## config.mk

```make
export PLATFORM = sky130hd
export DESIGN_NAME = count_sequencer
export DESIGN_NICKNAME = d
export VERILOG_FILES = /design/src/rtl/count_sequencer_pkg.sv /design/src/rtl/count_sequencer_rate_prescaler.sv /design/src/rtl/count_sequencer.sv
export SDC_FILE = /design/constraint.sdc
export NUM_CORES = 1
export LEC_CHECK = 0
export CAP_MARGIN = 20
export CORE_UTILIZATION = 52
export CTS_BUF_LIST = sky130_fd_sc_hd__clkbuf_8
export CTS_CLUSTER_SIZE = 40
export DETAILED_ROUTE_END_ITERATION = 6
export GPL_TIMING_DRIVEN = 0
export PLACE_DENSITY = 0.83
export SLEW_MARGIN = 20
export SYNTH_ARGS = -nofsm -noshare
export SYNTH_HDL_FRONTEND = slang
export SYNTH_SLANG_ARGS = --single-unit
```

## constraint.sdc

```tcl
create_clock -name clock -period 2.9 [get_ports clock]
set_input_delay 0.29 -clock clock [delete_from_list [all_inputs] [get_ports clock]]
set_output_delay 0.29 -clock clock [all_outputs]
set_load 0.05 [all_outputs]
```

## src/rtl/count_sequencer_pkg.sv

```systemverilog
// rtl/count_sequencer_pkg.sv - shared states, modes and default widths for count_sequencer
package count_sequencer_pkg;

   localparam int CNT_SZ_DEFAULT = 8;
   localparam int DIV_SZ_DEFAULT = 16;

   typedef enum logic {
      ST_IDLE = 1'b0,
      ST_RUN  = 1'b1
   } state_t;

   localparam logic MODE_ONESHOT = 1'b0;
   localparam logic MODE_CONT    = 1'b1;

endpackage

```

## src/rtl/count_sequencer_rate_prescaler.sv

```systemverilog
// rtl/count_sequencer_rate_prescaler.sv - rate divider counting 0..div_q-1 with terminal-count tick
module rate_prescaler
   import count_sequencer_pkg::*;
#(
   parameter int DIV_SZ = DIV_SZ_DEFAULT
) (
   input  logic              clock,
   input  logic              reset_n,
   input  logic              clear,
   input  logic              enable,
   input  logic [DIV_SZ-1:0] div_q,
   output logic              tick
);

   logic [DIV_SZ-1:0] cnt;

   // div_q is never 0 here; the sequencer clamps it to 1 when latching
   assign tick = enable && (cnt == div_q - DIV_SZ'(1));

   always_ff @(posedge clock or negedge reset_n) begin
      if (!reset_n) begin
         cnt <= '0;
      end else if (clear) begin
         cnt <= '0;
      end else if (enable) begin
         cnt <= tick ? '0 : cnt + DIV_SZ'(1);
      end
   end

endmodule

```

## src/rtl/count_sequencer.sv

```systemverilog
// rtl/count_sequencer.sv - enable-strobe sequencer for 8-bit counters: one-shot bursts or continuous runs
module count_sequencer
   import count_sequencer_pkg::*;
#(
   parameter int CNT_SZ = CNT_SZ_DEFAULT,
   parameter int DIV_SZ = DIV_SZ_DEFAULT
) (
   input  logic              clock,
   input  logic              reset_n,
   input  logic              start,
   input  logic              stop,
   input  logic              mode,
   input  logic [DIV_SZ-1:0] div,
   input  logic [CNT_SZ-1:0] burst_len,
   output logic              count_en,
   output logic              busy,
   output logic              done,
   output logic              aborted,
   output logic [CNT_SZ-1:0] issued
);

   state_t            state, state_d;
   logic [DIV_SZ-1:0] div_q, div_d;
   logic [CNT_SZ-1:0] len_q, len_d;
   logic              mode_q, mode_d;
   logic [CNT_SZ-1:0] issued_d, issued_inc;
   logic              count_en_d, done_d, aborted_d;
   logic              pre_clear, pre_enable, tick;

   rate_prescaler #(.DIV_SZ(DIV_SZ)) u_prescaler (
      .clock   (clock),
      .reset_n (reset_n),
      .clear   (pre_clear),
      .enable  (pre_enable),
      .div_q   (div_q),
      .tick    (tick)
   );

   assign issued_inc = issued + CNT_SZ'(1);
   assign busy       = (state == ST_RUN);

   always_comb begin
      state_d    = state;
      div_d      = div_q;
      len_d      = len_q;
      mode_d     = mode_q;
      issued_d   = issued;
      count_en_d = 1'b0;
      done_d     = 1'b0;
      aborted_d  = 1'b0;
      pre_clear  = 1'b0;
      pre_enable = 1'b0;
      case (state)
         ST_IDLE: begin
            pre_clear = 1'b1;
            if (start) begin
               state_d  = ST_RUN;
               div_d    = (div == '0) ? DIV_SZ'(1) : div;
               len_d    = burst_len;
               mode_d   = mode;
               issued_d = '0;
            end
         end
         ST_RUN: begin
            // stop wins over a strobe that would fire on the same edge
            if (stop) begin
               state_d   = ST_IDLE;
               aborted_d = 1'b1;
            end else begin
               pre_enable = 1'b1;
               if (tick) begin
                  count_en_d = 1'b1;
                  issued_d   = issued_inc;
                  // len_q == 0 matches when issued wraps, giving 2^CNT_SZ strobes
                  if (mode_q == MODE_ONESHOT && issued_inc == len_q) begin
                     state_d = ST_IDLE;
                     done_d  = 1'b1;
                  end
               end
            end
         end
      endcase
   end

   always_ff @(posedge clock or negedge reset_n) begin
      if (!reset_n) begin
         state    <= ST_IDLE;
         div_q    <= '0;
         len_q    <= '0;
         mode_q   <= MODE_ONESHOT;
         issued   <= '0;
         count_en <= 1'b0;
         done     <= 1'b0;
         aborted  <= 1'b0;
      end else begin
         state    <= state_d;
         div_q    <= div_d;
         len_q    <= len_d;
         mode_q   <= mode_d;
         issued   <= issued_d;
         count_en <= count_en_d;
         done     <= done_d;
         aborted  <= aborted_d;
      end
   end

endmodule

```

==> results of run 1 <==
[routing by layer]
layer  global-route usage, %  share of wire [%]  wire length, um
met5                       0                  0                0
met4                    10.0                2.4              208
met3                    4.91                5.8              493
met2                    47.7                 50             4300
met1                    36.7                 42             3570
[cell families after synthesis]
| kind of cell | Yosys count |
|---|---|
| mux | 6 |
| fa+ha+maj | 3 |
| xor+xnor | 33 |
| flops | 53 |
| compound gates | 51 |
| simple gates | 208 |
| buf+inv | 26 |
[state kept, by name, summed over array words and instances, names as in the netlist]
signal           flops
u_prescaler.cnt     16
aborted              1
len_q                8
busy                 1
div_q               16
issued               8
mode_q               1
done                 1
count_en             1
[power groups by stage]
stage                     logic, mW  clock network, mW  registers, mW
after floorplan               0.367                  0          0.981
after global placement        0.582                  0          0.946
after detailed placement      0.605                  0          0.950
after CTS                     0.675              0.432          0.935
after global routing          0.786              0.459          0.957
final                         0.717              0.427          0.941
[cell type report]
class / count / area share, %
Multi-Input combinational cell: 301 / 46.1
Sequential cell: 53 / 32.9
Timing Repair Buffer: 59 / 13.5
Buffer: 19 / 2.48
Tap cell: 72 / 2.24
Clock buffer: 6 / 2.05
Inverter: 7 / 0.652
Clock inverter: 1 / 0.0931
[worst max-delay path by stage]
stage	startpoint	to	slack (ns)	cells past startpoint
floorplan	div_q[0]	issued[4]	-0.21	11
global placement	div_q[0]	u_prescaler.cnt[11]	-0.48	12
detailed placement	div_q[0]	issued[3]	-0.51	12
CTS	div_q[0]	issued[4]	-0.28	11
global route	div_q[0]	issued[4]	-0.50	11
finish	div_q[0]	issued[4]	-0.42	11
[cell usage in the layout (no fill, tap or decap), types with 9 or more instances in the layout]
master / n
xnor2_1: 17
a21oi_1: 9
nor2_1: 18
nand3_1: 16
xor2_1: 16
dfrtp_1: 53
buf_4: 20
nand2_1: 98
clkdlybuf4s50_1: 39
nor3_1: 9
clkbuf_1: 15
[per-stage QoR]
stage | power [mW] | std cells
finish | 2.08 | 518
global route | 2.20 | 518
CTS | 2.04 | 516
detailed placement | 1.56 | 492
global placement | 1.53 | 492
floorplan | 1.35 | 380
[timing repair]
item / 4_1_cts / 5_1_grt
cloned: 1 / 0
gates resized for setup: 30 / 12
endpoints found under the setup margin: 26 / 27
pin swaps: 12 / 10
buffers inserted: 16 / 4
==> metrics.csv, run 1 <==
metric,value,unit
Layout Utilization,71.0,%
setup_tns,-8.31,ns
clock slew at reported path FFs,0.09,ns
R2R depth,11,
Final Setup Violations,27,
Setup Crit Path Kind,reg2reg,
buffers and inverters on the worst path,3,
"most used cell, CP",buf_4,
largest stage delay on the critical path,0.53,ns
worst vdd ir,0.299,mV
critical path arrival,3.57,ns
Starting DRT DRC Count,319,
Netlist cell types,47,
PD cells,517,nW/um2
area post-placement,3670,um2
Leak,1.74,nW
slack of the critical path,-0.419,ns
syn_area_per_cell,8.30,um2
Die Ht,79.9,um
maxcap violations,0,
Final Hold Vio Count,1,
async set-reset flop share out of synthesis,100,%
DRC,0,
Most used DFF post-synth,dfrtp_1,
vias post-DR,3089,
register area,1330,um2
initial antenna violation count,0,
hpwl dp,5590,um
num ports,41,
Total Wirelength,8570,um
Final nets,478,
Avg WL per Cell,16.5,um
status,finished with violations,
ranking of synthesized cells by area,"dfrtp_1 (42%), nand2_1 (12%), xnor2_1 (4.7%)",
cell with the most instances after synthesis,nand2_1,
later-pin clock latency in the skew report,0.31,ns
crit path cell chain,buf_4 > buf_4 > nor4_4 > nand2_2 > o311ai_1 > nor2_1 > or4_4 > or3_4 > buf_6 > or4_1 > nand3_1,
antenna fix cells,0,
multiplexer share of the synthesized area,1.98,%
pin count of the biggest net entering global routing,54,
#FFs+latches synth,53,
Post-Synth XOR/XNOR Area,9.17,%
syn nets,412,
reg2reg start,div_q[0],
sequential-to-total area share from yosys stat,42.1,%
Die Area,6380,um2
DRT Pass-1 Iters,5,
clock power share,20.5,%
antenna-violating nets left,0,
"top cells by count, synth","nand2_1 (100), dfrtp_1 (53), nor2_1 (21)",
Worst Tran Pin Value,0.729,ns
Worst Hold Class,in2async,
FMAX,301,MHz
vias in the first global route,2929,
violated checks,"hold timing, setup timing",
first-pass GRT wire length,13800,um
simple-gate portion of the synthesized area,31.9,%
CTS tree,done,
Yosys top cell by area,dfrtp_1,
P_sw,0.757,mW
Yosys warning count,0,
RSZ-0062 raised after global routing,yes,
post-synthesis cell count,380,
clock skew,0.00616,ns
minimum clock period,3.32,ns
top-area cell type share of the netlist area,42.1,%
clk sinks,53,
Sw Ratio,36.3,%
starting density of the core,55.6,%
pre-CTS setup slack,-0.510,ns
Post-CTS Hold Buffers,0,
GRT Residual Overflow,0,
final cycle utilization of the critical path,114,%
Core Area,5680,um2
Rel. slew slack,51.4,%
gp weighted congestion,0.817,
Comb pwr share,34.4,%
Clock Path Buffers,2,
Die X,79.9,um
Compound-Gate Fraction of Synth Area,10.3,%
maximum net fanout on the critical path,7,
WHS,-0.00191,ns
synthesized cell area,3150,um2
CTS buffer count,5,
"delay-heaviest family, CP",simple AND/OR/NAND/NOR gates,
Vias per Instance,5.96,
adder-cell share of the synthesized area,1.19,%
max-slew violations,0,
# rows,27,
"Max stage delay cell, worst path",or4_4,
Flop pwr share,45.1,%
Critical R2R Capture,issued[4],
cell-internal power,1.33,mW
clock root buffer master,clkbuf_8,
Global Route Usage Sum,28.4,%
multi-input logic area,1860,um2
Worst EP required,3.15,ns
Post-synth EDFFs,0,
"setup slack, reg-to-reg",-0.42,ns
Worst setup SP type,flip-flop,
Final Instance Area,4030,um2
CTS HTree Levels,2,
Layout area overhead,27.8,%
CP Capture Type,flip-flop,
IO Port Bufs,40,
proportion of layout cells with a drive suffix above 1,14.1,%
largest family of logic cells by synthesized area,simple AND/OR/NAND/NOR gates,
# fillers,454,
Note: power is estimated with default switching activity, not from simulation.
==> run 2, diff against run 1 <==
- MAX_ROUTING_LAYER: default -> met4
==> metrics.csv, run 2 (synthesis gave the netlist of run 1 again) <==
metric,value,unit
status,finished with violations,
violated checks,setup timing,
buffers and inverters on the worst path,4,
proportion of layout cells with a drive suffix above 1,14.1,%
critical path arrival,3.56,ns
critical path depth,12,
PD cells,518,nW/um2
IO Port Bufs,40,
crit path cell chain,buf_4 > buf_4 > nor4_4 > nand2_2 > o311ai_1 > nor2_1 > or4_4 > or3_4 > buf_6 > buf_4 > o21ai_4 > nor2_1,
maximum net fanout on the critical path,7,
FMAX,298,MHz
R2R depth,12,
Die Ht,79.9,um
Worst setup SP type,flip-flop,
"most common cell after layout, fill and taps aside",nand2_1,
GRT Residual Overflow,0,
vias in the first global route,2928,
"most used cell, CP",buf_4,
Rel. slew slack,52.5,%
register area,1330,um2
CP Capture Type,flip-flop,
starting density of the core,55.6,%
total chip power,2.09,mW
Leak,1.74,nW
Avg WL per Cell,16.6,um
later-pin clock latency in the skew report,0.31,ns
# fillers,454,
Setup Crit Path Kind,reg2reg,
"setup slack, reg-to-reg",-0.46,ns
Layout area overhead,27.8,%
Clock Path Buffers,2,
Post-CTS Hold Buffers,0,
Critical R2R Capture,u_prescaler.cnt[12],
Starting DRT DRC Count,291,
"commonest non-fill, non-tap cells in the layout","nand2_1 (98), dfrtp_1 (53), clkdlybuf4s50_1 (39), buf_4 (20), nor2_1 (18)",
CTS tree,done,
minimum clock period,3.36,ns
antenna-violating nets left,0,
Total Wirelength,8580,um
"Max stage delay cell, worst path",or4_4,
DRC,0,
final cycle utilization of the critical path,116,%
gp weighted congestion,0.829,
clock skew,0.00381,ns
CTS buffer count,5,
worst vdd ir,0.298,mV
"delay-heaviest family, CP",simple AND/OR/NAND/NOR gates,
WHS,0.00958,ns
largest stage delay on the critical path,0.53,ns
RSZ-0062 raised after global routing,yes,
clk sinks,53,
Die X,79.9,um
Worst EP required,3.10,ns
clock root buffer master,clkbuf_8,
pin count of the biggest net entering global routing,54,
Vias per Instance,6.11,
CTS HTree Levels,2,
initial antenna violation count,0,
Core Area,5680,um2
first-pass GRT wire length,13800,um
clock slew at reported path FFs,0.09,ns
DRT Pass-1 Iters,4,
max-slew violations,0,
vias post-DR,3166,
Die Area,6380,um2
Final nets,478,
Global Route Usage Sum,29.1,%
biggest regs,"div_q x16, u_prescaler.cnt x16",
Final Setup Violations,27,
maxcap violations,0,
antenna fix cells,0,
setup_tns,-9.28,ns
Final Hold Vio Count,0,
# rows,27,
multi-input logic area,1860,um2
Worst Hold Class,in2async,
hpwl dp,5590,um
Worst Tran Pin Value,0.713,ns
slack of the critical path,-0.461,ns
reg2reg start,div_q[0],
num ports,41,
-- run 2: cell counts in the layout (fill, tap and decap cells not counted) --
Identical to the previous run, type by type.
-- run 2: area by class of cell --
type                    instances  area share [%]
repair buffers                 59            13.5
clock inverters                 1          0.0931
inverters                       7           0.652
plain buffers                  19            2.48
well taps                      72            2.24
clock buffers                   6            2.05
flip-flops and latches         53            32.9
multi-input cells             301            46.1
-- run 2: power breakdown --
group,internal [mW],leakage (nW),total (mW),switching [mW]
Clock,0.187,0.0485,0.431,0.244
Sequential,0.829,0.688,0.940,0.111
Combinational,0.312,1.00,0.717,0.405
Total,1.33,1.74,2.09,0.760
-- run 2: what timing repair did --
action	4_1_cts	5_1_grt
endpoints found under the setup margin	26	27
cloned	1	0
setup buffers	16	4
pin swaps	12	10
gates resized for setup	30	12
-- run 2: worst max path at each step --
stage	start	endpoint	slack [ns]
2_1_floorplan	div_q[0]	issued[4]	-0.21
3_3_place_gp	div_q[0]	u_prescaler.cnt[11]	-0.48
3_5_place_dp	div_q[0]	issued[3]	-0.51
4_1_cts	div_q[0]	issued[4]	-0.28
5_1_grt	div_q[0]	u_prescaler.cnt[12]	-0.51
6_report	div_q[0]	u_prescaler.cnt[12]	-0.46
-- run 2: stage by stage --
step                utilization [%]  cell area (um2)  cells  setup WS [ns]
global route                   71.0             4030    518         -0.511
global placement               64.7             3670    492         -0.482
CTS                            70.2             3980    516         -0.278
floorplan                         -             3180    380         -0.210
detailed placement             64.6             3670    492         -0.510
finish                         71.0             4030    518         -0.461
-- run 2: routing by layer --
metal	wire [um]	global-route usage (%)
met3	470	4.57
met4	232	10.0
met1	3640	37.1
met2	4230	47.4
met5	0	-
==> run 3, diff against run 2 <==
- CAP_MARGIN: 20 -> 5
==> results of run 3 <==
The final DEF is identical to that of run 2; final timing and power are the same.
